<file path="config.mk">
export PLATFORM = sky130hd
export DESIGN_NAME = rgen_host_if_axi4lite
export DESIGN_NICKNAME = d
export VERILOG_FILES = /design/src/rtl/rgen_pkg.sv /design/src/rtl/rgen_host_if_axi4lite.sv
export SDC_FILE = /design/constraint.sdc
export NUM_CORES = 1
export LEC_CHECK = 0
export ABC_AREA = 1
export ABC_CLOCK_PERIOD_IN_PS = 2200
export CAP_MARGIN = 10
export CORE_ASPECT_RATIO = 1.75
export CORE_UTILIZATION = 30
export DETAILED_ROUTE_END_ITERATION = 10
export GPL_ROUTABILITY_DRIVEN = 0
export GPL_TIMING_DRIVEN = 0
export PLACE_DENSITY = 0.54
export SETUP_SLACK_MARGIN = 0.05
export SYNTH_ARGS = -nofsm -noshare
export SYNTH_HDL_FRONTEND = slang
export SYNTH_SLANG_ARGS = --single-unit
</file>
<file path="constraint.sdc">
create_clock -name clk -period 2.2 [get_ports clk]
set_input_delay 0.55 -clock clk [delete_from_list [all_inputs] [get_ports clk]]
set_output_delay 0.55 -clock clk [all_outputs]
set_load 0.03 [all_outputs]
</file>
<file path="src/rtl/rgen_pkg.sv">
// rgen_pkg: shared status/response encodings, host FSM states and strobe-to-mask expansion
package rgen_pkg;
  localparam logic [2:0] RGEN_OKAY = 3'd0;
  localparam logic [1:0] AXI_OKAY = 2'b00;
  localparam logic [1:0] AXI_SLVERR = 2'b10;
  typedef enum logic [1:0] {
    ST_IDLE,
    ST_COMMAND,
    ST_WRITE_RESP,
    ST_READ_RESP
  } rgen_state_e;
  function automatic logic [63:0] strb_to_mask(input logic [7:0] strb);
    logic [63:0] m;
    for (int i = 0; i < 8; i++) m[i*8 +: 8] = {8{strb[i]}};
    return m;
  endfunction
endpackage

</file>
<file path="src/rtl/rgen_host_if_axi4lite.sv">
// rgen_host_if_axi4lite: AXI4-Lite slave to single-outstanding register command bridge
module rgen_host_if_axi4lite
  import rgen_pkg::*;
#(
  parameter int DATA_WIDTH = 32,
  parameter int HOST_ADDRESS_WIDTH = 16,
  parameter int LOCAL_ADDRESS_WIDTH = 8
) (
  input  logic                           clk,
  input  logic                           rst,
  input  logic                           i_awvalid,
  output logic                           o_awready,
  input  logic [HOST_ADDRESS_WIDTH-1:0]  i_awaddr,
  input  logic [2:0]                     i_awprot,
  input  logic                           i_wvalid,
  output logic                           o_wready,
  input  logic [DATA_WIDTH-1:0]          i_wdata,
  input  logic [DATA_WIDTH/8-1:0]        i_wstrb,
  output logic                           o_bvalid,
  input  logic                           i_bready,
  output logic [1:0]                     o_bresp,
  input  logic                           i_arvalid,
  output logic                           o_arready,
  input  logic [HOST_ADDRESS_WIDTH-1:0]  i_araddr,
  input  logic [2:0]                     i_arprot,
  output logic                           o_rvalid,
  input  logic                           i_rready,
  output logic [DATA_WIDTH-1:0]          o_rdata,
  output logic [1:0]                     o_rresp,
  output logic                           o_command_valid,
  output logic                           o_write,
  output logic                           o_read,
  output logic [LOCAL_ADDRESS_WIDTH-1:0] o_address,
  output logic [DATA_WIDTH-1:0]          o_write_data,
  output logic [DATA_WIDTH-1:0]          o_write_mask,
  input  logic                           i_response_ready,
  input  logic [DATA_WIDTH-1:0]          i_read_data,
  input  logic [2:0]                     i_status
);
  rgen_state_e state_q, state_d;
  logic aw_lat_q, aw_lat_d, w_lat_q, w_lat_d, prio_rd_q, prio_rd_d;
  logic cmd_valid_q, cmd_valid_d, write_q, write_d, read_q, read_d, err_q, err_d;
  logic [LOCAL_ADDRESS_WIDTH-1:0] awaddr_q, awaddr_d, address_q, address_d;
  logic [DATA_WIDTH-1:0] wdata_q, wdata_d, wmask_q, wmask_d;
  logic [DATA_WIDTH-1:0] write_data_q, write_data_d, write_mask_q, write_mask_d, rdata_q, rdata_d;
  logic [63:0] mask_full;
  logic idle, wr_cand, rd_cand, wr_block, rd_block, aw_hs, w_hs, wr_go, rd_go, resp;
  logic unused_ok;
  assign unused_ok = ^{i_awprot, i_arprot, i_awaddr, i_araddr};
  always_comb begin
    idle = state_q == ST_IDLE;
    wr_cand = idle && (aw_lat_q || i_awvalid) && (w_lat_q || i_wvalid);
    rd_cand = idle && !aw_lat_q && !w_lat_q && i_arvalid;
    wr_block = wr_cand && rd_cand && prio_rd_q;
    rd_block = wr_cand && rd_cand && !prio_rd_q;
    o_awready = idle && !aw_lat_q && !wr_block;
    o_wready = idle && !w_lat_q && !wr_block;
    o_arready = idle && !aw_lat_q && !w_lat_q && !rd_block;
    aw_hs = i_awvalid && o_awready;
    w_hs = i_wvalid && o_wready;
    wr_go = wr_cand && !wr_block;
    rd_go = i_arvalid && o_arready;
    mask_full = strb_to_mask(8'(i_wstrb));
    awaddr_d = aw_hs ? i_awaddr[LOCAL_ADDRESS_WIDTH-1:0] : awaddr_q;
    wdata_d = w_hs ? i_wdata : wdata_q;
    wmask_d = w_hs ? mask_full[DATA_WIDTH-1:0] : wmask_q;
    aw_lat_d = (aw_lat_q || aw_hs) && !wr_go;
    w_lat_d = (w_lat_q || w_hs) && !wr_go;
    prio_rd_d = prio_rd_q ^ (wr_go || rd_go);
    address_d = wr_go ? awaddr_d : rd_go ? i_araddr[LOCAL_ADDRESS_WIDTH-1:0] : address_q;
    write_data_d = wr_go ? wdata_d : write_data_q;
    write_mask_d = wr_go ? wmask_d : write_mask_q;
    resp = state_q == ST_COMMAND && i_response_ready;
    cmd_valid_d = wr_go || rd_go || (cmd_valid_q && !resp);
    write_d = wr_go || (write_q && !resp);
    read_d = rd_go || (read_q && !resp);
    rdata_d = (resp && read_q) ? i_read_data : rdata_q;
    err_d = resp ? (i_status != RGEN_OKAY) : err_q;
    state_d = (wr_go || rd_go) ? ST_COMMAND
            : resp ? (write_q ? ST_WRITE_RESP : ST_READ_RESP)
            : ((state_q == ST_WRITE_RESP && i_bready) || (state_q == ST_READ_RESP && i_rready)) ? ST_IDLE
            : state_q;
    o_bvalid = state_q == ST_WRITE_RESP;
    o_rvalid = state_q == ST_READ_RESP;
    o_bresp = (o_bvalid && err_q) ? AXI_SLVERR : AXI_OKAY;
    o_rresp = (o_rvalid && err_q) ? AXI_SLVERR : AXI_OKAY;
    o_rdata = o_rvalid ? rdata_q : '0;
  end
  always_ff @(posedge clk) begin
    if (rst) begin
      state_q <= ST_IDLE;
      aw_lat_q <= 1'b0;
      w_lat_q <= 1'b0;
      prio_rd_q <= 1'b0;
      cmd_valid_q <= 1'b0;
      write_q <= 1'b0;
      read_q <= 1'b0;
      err_q <= 1'b0;
      awaddr_q <= '0;
      address_q <= '0;
      wdata_q <= '0;
      wmask_q <= '0;
      write_data_q <= '0;
      write_mask_q <= '0;
      rdata_q <= '0;
    end else begin
      state_q <= state_d;
      aw_lat_q <= aw_lat_d;
      w_lat_q <= w_lat_d;
      prio_rd_q <= prio_rd_d;
      cmd_valid_q <= cmd_valid_d;
      write_q <= write_d;
      read_q <= read_d;
      err_q <= err_d;
      awaddr_q <= awaddr_d;
      address_q <= address_d;
      wdata_q <= wdata_d;
      wmask_q <= wmask_d;
      write_data_q <= write_data_d;
      write_mask_q <= write_mask_d;
      rdata_q <= rdata_d;
    end
  end
  assign o_command_valid = cmd_valid_q;
  assign o_write = write_q;
  assign o_read = read_q;
  assign o_address = address_q;
  assign o_write_data = write_data_q;
  assign o_write_mask = write_mask_q;
endmodule
</file>
==> flow_metrics.tcl, run 1 <==
set metrics [dict create \
    port_buffers 207 \
    ctsHtreeMaxLevel 4 \
    antenna_cells 0 \
    maxCapViolations 0 \
    grt_max_degree 19 \
    worst_ir_drop_vdd_uv 481 \
    ys_types 27 \
    syn_area_per_cell_sq_um 7.23 \
    ys_ff_latch 185 \
    wire_per_inst_microns 15.0 \
    status "complete, no violations" \
    p_per_area_nw_per_um2 974 \
    synthMuxAreaShare_pct 0 \
    cts_inserted_buffers 17 \
    area_growth_syn_to_layout_pct 41.0 \
    antenna_found_initial 0 \
    clock_latency_ns 0.44 \
    synth_xor_area_share_pct 0 \
    dp.cells 1538 \
    antenna_left 0 \
    hpwl_microns 17600 \
    tightest_slew_ns 0.729 \
    yosys_warnings 0 \
    finalSetupViolCount 0 \
    crit_arrival_ns 1.60 \
    dp_slack_ns -1.30 \
    end_kind "output pin" \
    synthesis.instances 1022 \
    grt_pass1_wl_microns 36800 \
    cts_tree "done" \
    fin_nets 1373 \
    cp_max_fo 4 \
    post-route-period-util_pct 97.8 \
    clkSinkCount 185 \
    track_usage_pct 19.2 \
    cellLeakagePower_nw 4.50 \
    synth-compound-area-share_pct 12.6 \
    io_pins 233 \
    whs_ns 0.455 \
    hold_viol 0 \
    via_count 7136 \
    fin_cells 1577 \
    drc 0 \
    start_util_pct 30.7 \
    relSlewSlack_pct 51.4 \
    fin_util_pct 43.2 \
    core_area_sq_um 24100 \
    max_freq_mhz 465 \
    final_layout_size_suffix_gt1_share_pct 9.93 \
    drt_iter0_drc 366 \
    power.total_w 0.0102 \
    finalCriticalPeriod_ns 2.15 \
    worst_setup_path_start_kind "flip-flop" \
    timing.final.ws_setup_ns 0.0494 \
    synth_top_family_by_area "simple AND/OR/NAND/NOR gates" \
    cts.path.max_buffers 2 \
    syn_area_sq_um 7390 \
    maxSlewViolCount 0 \
    grt_pass1_vias 6914 \
    skew_ns 0.0102 \
    clkTransAtPathRegs_ns 0.07 \
    yosysSeqAreaShare_pct 50.1 \
    vias_per_cell 4.53 \
    die_w_microns 121 \
    critPathRequiredTime_ns 1.65 \
    finalWirelength_microns 23600 \
    rsz0062_at_grt "yes" \
    path_class "reg -> out" \
    dieArea_sq_um 25300 \
    cts_root_buf "clkbuf_16" \
    chipHeight_microns 210 \
    placementRows 75 \
    worstHoldPathType "reg -> reg" \
    synth_fa_ha_area_share_pct 0 \
    yosys.area_share.simple_pct 25.4 \
    first_pass_iters 6 \
    overflow 0 \
]
timing repair:
| item | 4_1_cts | 5_1_grt |
|---|---|---|
| hold buffers | 0 | 0 |
| resized for setup | 159 | 61 |
| pin swaps | 6 | 6 |
| endpoints found under the setup margin | 114 | 42 |
| setup buffers | 6 | 3 |
state kept, by name, indices dropped and copies added (netlist names), 2 cells and up:
register,flops
awaddr_q,8
wdata_q,32
o_address,8
o_write_mask,32
rdata_q,32
wmask_q,32
o_write_data,32
state_q,2
critical path, stage by stage, from the launching register on:
cell and delay (ns):
dfxtp_4 0.37, nor2_4 0.16, nand3_2 0.12, nor2_4 0.12
nand2_4 0.07, buf_8 0.13, clkinv_4 0.04, nor2_2 0.03
buf_6 0.13
placed cells by master (no fill, tap or decap), types with 6 or more instances in the layout:
| master | netlist | layout |
|---|---|---|
| clkdlybuf4s50_1 | 0 | 164 |
| dfxtp_1 | 185 | 183 |
| clkbuf_1 | 36 | 33 |
| clkinv_4 | 0 | 6 |
| nand3_1 | 46 | 44 |
| inv_1 | 134 | 132 |
| nand2_1 | 267 | 264 |
| buf_4 | 7 | 15 |
| o21ai_0 | 47 | 47 |
| nor2_1 | 74 | 71 |
| dlygate4sd2_1 | 0 | 6 |
| nand4_1 | 41 | 41 |
| buf_6 | 7 | 9 |
| buf_2 | 14 | 43 |
| a21oi_1 | 135 | 135 |
| clkbuf_16 | 0 | 17 |
synthesized netlist by cell type:
cell type  count  share of area (%)
nand2_1      267                 14
dfxtp_1      185                 50
a21oi_1      135                9.1
inv_1        134                6.8
nor2_1        74                3.8
o21ai_0       47                3.2
nand3_1       46                3.1
nand4_1       41                3.5
clkbuf_1      36                1.8
buf_2         14               0.95
buf_1          7               0.36
buf_4          7               0.71
buf_6          7                1.1
and2_1         4               0.34
nand3b_1       4               0.41
inv_2          2               0.10
nand2_2        2               0.17
a211oi_1       1               0.10
a21boi_0       1               0.10
conb_1         1              0.051
nand3_2        1               0.14
nor2_2         1              0.085
nor2_4         1               0.15
nor3_1         1              0.068
nor4_1         1              0.085
o22ai_1        1              0.085
or2_2          1              0.085
report_power, final:
group | leakage, nW | switching [W] | internal, W
combinational | 2.70 | 0.00193 | 0.00117
clock | 0.286 | 0.00146 | 0.00161
sequential | 1.51 | 0.000182 | 0.00381
metal layers:
layer | vias to the layer above | routed length, microns | global-route usage (%)
met1 | 3269 | 9170 | 20.3
li1 | 3694 | - | -
met4 | 0 | 641 | 7.71
met5 | - | 0 | 0
met2 | 145 | 12900 | 36.5
met3 | 28 | 859 | 3.56
path summary, 6_finish.rpt:
| check | cells after the start | endpoint | slack [ns] | from |
|---|---|---|---|---|
| worst min register to register | 2 | rdata_q[7] | 0.45 | rdata_q[7] |
| worst max register to register | 11 | o_write_data[13] | 0.24 | w_lat_q |
| worst max-delay path | 8 | o_awready | 0.05 | state_q[0] |
| worst min-delay path | 2 | rdata_q[7] | 0.45 | rdata_q[7] |
cell families after synthesis:
group	after synthesis
buffers and inverters	207
other	1
DFF	185
AOI/OAI and AO/OA	185
and+or+nand+nor	444
metrics by stage:
stage	area (sq um)	TNS [ns]
6_report	10400	0
4_1_cts	10500	-0.0554
3_5_place_dp	9850	-67.41
2_1_floorplan	7400	-0.0928
3_3_place_gp	9850	-67.58
5_1_grt	10400	-0.0342
layout make-up:
cell class,count,area [sq um]
fill,2555,13700
sequential,185,3710
multi-input combinational,631,2880
timing repair buffer,216,1990
inverter,136,515
clock buffer,18,429
tap,308,385
buffer,69,365
clock inverter,14,151
Power figures use the tool's default switching activity.
==> run 2: changes to the inputs <==
- ABC_CLOCK_PERIOD_IN_PS: 2200 -> 2700
- CTS_CLUSTER_SIZE: not set -> 30
- clock period: 2.2 -> 2.7 ns (I/O delays scaled with it)
==> flow_metrics.tcl, run 2 (synthesized netlist as in run 1, its figures left out) <==
set metrics [dict create \
    p_int_w 0.00532 \
    track_usage_pct 19.1 \
    final_layout_size_suffix_gt1_share_pct 6.56 \
    switching_share_pct 35.1 \
    cts_inserted_buffers 17 \
    final_common_cell "nand2_1" \
    vias_per_cell 4.51 \
    clkTransAtPathRegs_ns 0.07 \
    worst_ir_drop_vdd_uv 392 \
    start_util_pct 30.7 \
    maxSlewViolCount 0 \
    antenna_found_initial 1 \
    placementRows 75 \
    io_pins 233 \
    crit_chain "clkdlybuf4s50_1, inv_1, nor2_4, nand2_4, buf_8, inv_1, nor2_1, buf_4" \
    met3_usage_pct 3.56 \
    chipHeight_microns 210 \
    power.total_w 0.00819 \
    finalWirelength_microns 23500 \
    rsz0062_at_grt "no" \
    hp-start "rdata_q[16]" \
    finalSetupViolCount 0 \
    p_per_area_nw_per_um2 784 \
    cts_root_buf "clkbuf_16" \
    status "complete, no violations" \
    crit_slowest_cell "clkdlybuf4s50_1" \
    clkPwrFrac_pct 30.5 \
    crit_top_cell "inv_1" \
    cts.path.max_buffers 2 \
    grt_max_degree 19 \
    overflow 0 \
    hold_buffers 0 \
    cellLeakagePower_nw 4.52 \
    dp_slack_ns -1.05 \
    seqPwrFrac_pct 39.6 \
    p_sw_w 0.00287 \
    ctsHtreeMaxLevel 4 \
    worst-r2r-cell-count 11 \
    die_w_microns 121 \
    grt_pass1_vias 6884 \
    drt_iter0_drc 332 \
    grt_pass1_wl_microns 36700 \
    skew_ns 0.0102 \
    first_pass_iters 5 \
    maxCapViolations 0 \
    area_growth_syn_to_layout_pct 41.3 \
    drc 0 \
    max_freq_mhz 392 \
    reg2reg_from "state_q[0]" \
    antenna_left 0 \
    fin_nets 1370 \
    wire_per_inst_microns 14.9 \
    clock_latency_ns 0.44 \
    final_cell_mix "nand2_1 (267), dfxtp_1 (185), clkdlybuf4s50_1 (169)" \
    tightest_slew_ns 0.723 \
    cp_max_fo 2 \
    grtUsageMet2_pct 36.3 \
    min_to "rdata_q[16]" \
    path_class "in -> out" \
    clkSinkCount 185 \
    min_path_cells 2 \
    post-route-period-util_pct 94.4 \
    dieArea_sq_um 25300 \
    ff2ff_setup_slack_ns 0.61 \
    use_met1_pct 20.2 \
    grt_most_used_layer "met2" \
    hold_viol 0 \
    relSlewSlack_pct 51.8 \
    worstHoldPathType "reg -> reg" \
    fillCellCount 2546 \
    via_count 7111 \
    slowest_delay_ns 0.52 \
    core_area_sq_um 24100 \
    r2r-end "o_address[7]" \
    finalCriticalPeriod_ns 2.55 \
    power_frac_comb_pct 29.9 \
    worst_setup_path_start_kind "input port" \
    port_buffers 207 \
    timing.final.ws_setup_ns 0.152 \
    cts_tree "done" \
    hpwl_microns 17600 \
    crit_arrival_ns 1.87 \
    critPathRequiredTime_ns 2.03 \
    end_kind "output pin" \
]
## run 2: cell types whose count changed in the layout (fill, tap and decap cells not counted), sizes merged
| cell | change |
|---|---|
| clkinv | -1 |
| clkdlybuf4s50 | +5 |
| dlygate4sd2 | +12 |
| inv | +1 |
| buf | -31 |
| diode | +1 |
| dlymetal6s2s | +3 |
| clkdlybuf4s15 | +5 |
| clkbuf | +3 |
## run 2: area by class of cell
type	instances	area [sq um]	share of cell area [%]
Inverter	136	510	4.89
Antenna cell	1	2.50	0.0240
Tap cell	308	385	3.69
Buffer	70	365	3.50
Timing Repair Buffer	212	2060	19.7
Clock buffer	18	429	4.11
Multi-Input combinational cell	631	2830	27.1
Clock inverter	14	151	1.45
Sequential cell	185	3700	35.5
## run 2: per-stage QoR
step / area, sq um / hold WS, ns / cells / utilization (%) / TNS [ns]
final: 10400 / 0.454 / 1575 / 43.3 / 0
after global routing: 10400 / 0.467 / 1575 / 43.3 / 0
after CTS: 10400 / 0.456 / 1574 / 43.3 / 0
after detailed placement: 9850 / 0.445 / 1538 / 40.9 / -9.47
after global placement: 9850 / 0.439 / 1538 / 40.9 / -9.42
after floorplan: 7400 / 0.430 / 1023 / - / 0
## run 2: power by group through the flow
stage                     Combinational [W]  Clock [W]  Sequential [W]
after floorplan                     0.00128          0         0.00356
final                               0.00245    0.00249         0.00324
after global placement              0.00246          0         0.00330
after CTS                           0.00249    0.00258         0.00325
after detailed placement            0.00247          0         0.00331
after global routing                0.00272    0.00270         0.00328
## run 2: worst max-delay path by stage
stage,from,to,slack (ns),cells past startpoint
floorplan,i_wvalid,o_awready,0.20,9
global placement,i_awvalid,o_awready,-1.05,11
detailed placement,i_awvalid,o_awready,-1.05,11
CTS,i_wvalid,o_arready,0.05,10
global route,state_q[0],o_rdata[31],0.05,5
finish,i_arvalid,o_awready,0.15,8
## run 2: per-layer routing
metal / share of wire (%) / vias up
met3: 3.8 / 26
met1: 39 / 3248
met5: 0 / -
li1: - / 3685
met4: 2.7 / 0
met2: 55 / 152
## run 2: timing repair
item                                    in CTS  in global routing
setup buffers                                5                  0
gates resized for setup                     57                 22
endpoints found under the setup margin      33                 19
pin swaps                                    2                  1
## run 2: critical path, delay by kind of cell
family / cells / cell delay [ns]
buffers and inverters: 5 / 0.93
and+or+nand+nor: 3 / 0.24
==> run 3: changes to the inputs <==
- ABC_CLOCK_PERIOD_IN_PS: 2700 -> 2720
- clock period: 2.7 -> 2.72 ns (I/O delays scaled with it)
==> flow_metrics.tcl, run 3 (synthesized netlist as in run 1, its figures left out) <==
set metrics [dict create \
    min_to "rdata_q[16]" \
    cellLeakagePower_nw 4.55 \
    path_buf_inv 5 \
    worst-r2r-cell-count 11 \
    hp-start "rdata_q[16]" \
    fillCellCount 2550 \
    relSlewSlack_pct 51.8 \
    critPathRequiredTime_ns 2.04 \
    cp_top_family "buffers and inverters" \
    rsz0062_at_grt "no" \
    cp_max_fo 2 \
    grt_pass1_wl_microns 36700 \
    drc 0 \
    tightest_slew_ns 0.723 \
    r2r-end "o_address[7]" \
    start_util_pct 30.7 \
    final_common_cell "nand2_1" \
    final_layout_size_suffix_gt1_share_pct 6.24 \
    cts_root_buf "clkbuf_16" \
    vias_per_cell 4.51 \
    grt_max_degree 19 \
    drt_iter0_drc 334 \
    wire_per_inst_microns 14.9 \
    skew_ns 0.0102 \
    met3_usage_pct 3.56 \
    worstHoldPathType "reg -> reg" \
    reg2reg_from "state_q[0]" \
    hold_viol 0 \
    post-route-period-util_pct 94.1 \
    max_freq_mhz 391 \
    overflow 0 \
    dieArea_sq_um 25300 \
    crit_top_cell "inv_1" \
    track_usage_pct 19.1 \
    chipHeight_microns 210 \
    port_buffers 207 \
    grt_most_used_layer "met2" \
    hpwl_microns 17600 \
    clock_latency_ns 0.44 \
    antenna_left 0 \
    io_pins 233 \
    finalSetupViolCount 0 \
    crit_slowest_cell "clkdlybuf4s50_1" \
    clkSinkCount 185 \
    path_class "in -> out" \
    dp_slack_ns -1.04 \
    final_cell_mix "nand2_1 (267), dfxtp_1 (185), clkdlybuf4s50_1 (169)" \
    crit_chain "clkdlybuf4s50_1, inv_1, nor2_4, nand2_4, buf_8, inv_1, nor2_1, buf_4" \
    core_area_sq_um 24100 \
    finalCriticalPeriod_ns 2.56 \
    clkTransAtPathRegs_ns 0.07 \
    worst_setup_path_start_kind "input port" \
    hold_buffers 0 \
    min_path_cells 2 \
    ctsHtreeMaxLevel 4 \
    tns_ns 0 \
    fin_nets 1370 \
    die_w_microns 121 \
    cts_tree "done" \
    cts.path.max_buffers 2 \
    crit_arrival_ns 1.88 \
    use_met1_pct 20.2 \
    grt_pass1_vias 6884 \
    ff2ff_setup_slack_ns 0.63 \
    timing.final.ws_setup_ns 0.162 \
    maxCapViolations 0 \
    area_growth_syn_to_layout_pct 41.4 \
    antenna_found_initial 1 \
    status "complete, no violations" \
    whs_ns 0.454 \
    placementRows 75 \
    p_per_area_nw_per_um2 777 \
    fin_util_pct 43.4 \
    slowest_delay_ns 0.52 \
    maxSlewViolCount 0 \
    grtUsageMet2_pct 36.3 \
    first_pass_iters 5 \
    fin_cells 1575 \
    finalWirelength_microns 23500 \
    dp.cells 1538 \
    end_kind "output pin" \
    worst_ir_drop_vdd_uv 389 \
    via_count 7111 \
    cts_inserted_buffers 17 \
]
run 3: where the power goes:
part	total (W)	leakage [nW]	internal, W	switching, W
clock	0.00248	0.286	0.00130	0.00117
combinational	0.00243	2.75	0.000894	0.00153
sequential	0.00322	1.51	0.00308	0.000142
total	0.00813	4.55	0.00528	0.00285
run 3: how the worst max path moves through the flow:
stage | depth (start not counted) | from | slack (ns) | to
3_3_place_gp | 11 | i_awvalid | -1.04 | o_awready
3_5_place_dp | 11 | i_awvalid | -1.04 | o_awready
4_1_cts | 10 | i_wvalid | 0.06 | o_arready
6_report | 8 | i_arvalid | 0.16 | o_awready
5_1_grt | 5 | state_q[0] | 0.05 | o_rdata[0]
2_1_floorplan | 9 | i_wvalid | 0.21 | o_awready
run 3: final cells by class:
cell class                      count  area (sq um)  area share, %
Antenna cell                        1          2.50         0.0239
Buffer                             70           365           3.49
Clock buffer                       18           429           4.10
Clock inverter                     14           151           1.45
Inverter                          136           510           4.88
Multi-Input combinational cell    631          2830           27.1
Sequential cell                   185          3700           35.4
Tap cell                          308           385           3.69
Timing Repair Buffer              212          2070           19.8
run 3: what timing repair did:
action / in CTS / in global routing
setup buffers: 5 / 0
hold endpoints to repair: 0 / 0
pin swaps: 2 / 1
setup endpoints to repair: 33 / 12
gates resized for setup: 57 / 11
run 3: through the flow:
stage	cell area, sq um	power (W)
finish	10500	0.00813
floorplan	7400	0.00481
detailed placement	9850	0.00574
global placement	9850	0.00571
global route	10500	0.00864
CTS	10400	0.00826
run 3: worst reg2reg max path, cell delays in order, from the launching register on:
cell,delay (ns)
dfxtp_1,0.32
buf_6,0.13
nor2_4,0.05
nand3_1,0.09
nor2_1,0.08
nand2_4,0.09
buf_4,0.18
nand2_2,0.08
inv_2,0.16
clkbuf_1,0.45
nand3_1,0.24
a21oi_1,0.16
run 3: metal layers:
layer / share of wire [%] / vias to the layer above / wire [microns]
li1: - / 3685 / -
met1: 39 / 3248 / 9120
met2: 55 / 152 / 12800
met3: 3.8 / 26 / 891
met4: 2.7 / 0 / 646
met5: 0 / - / 0
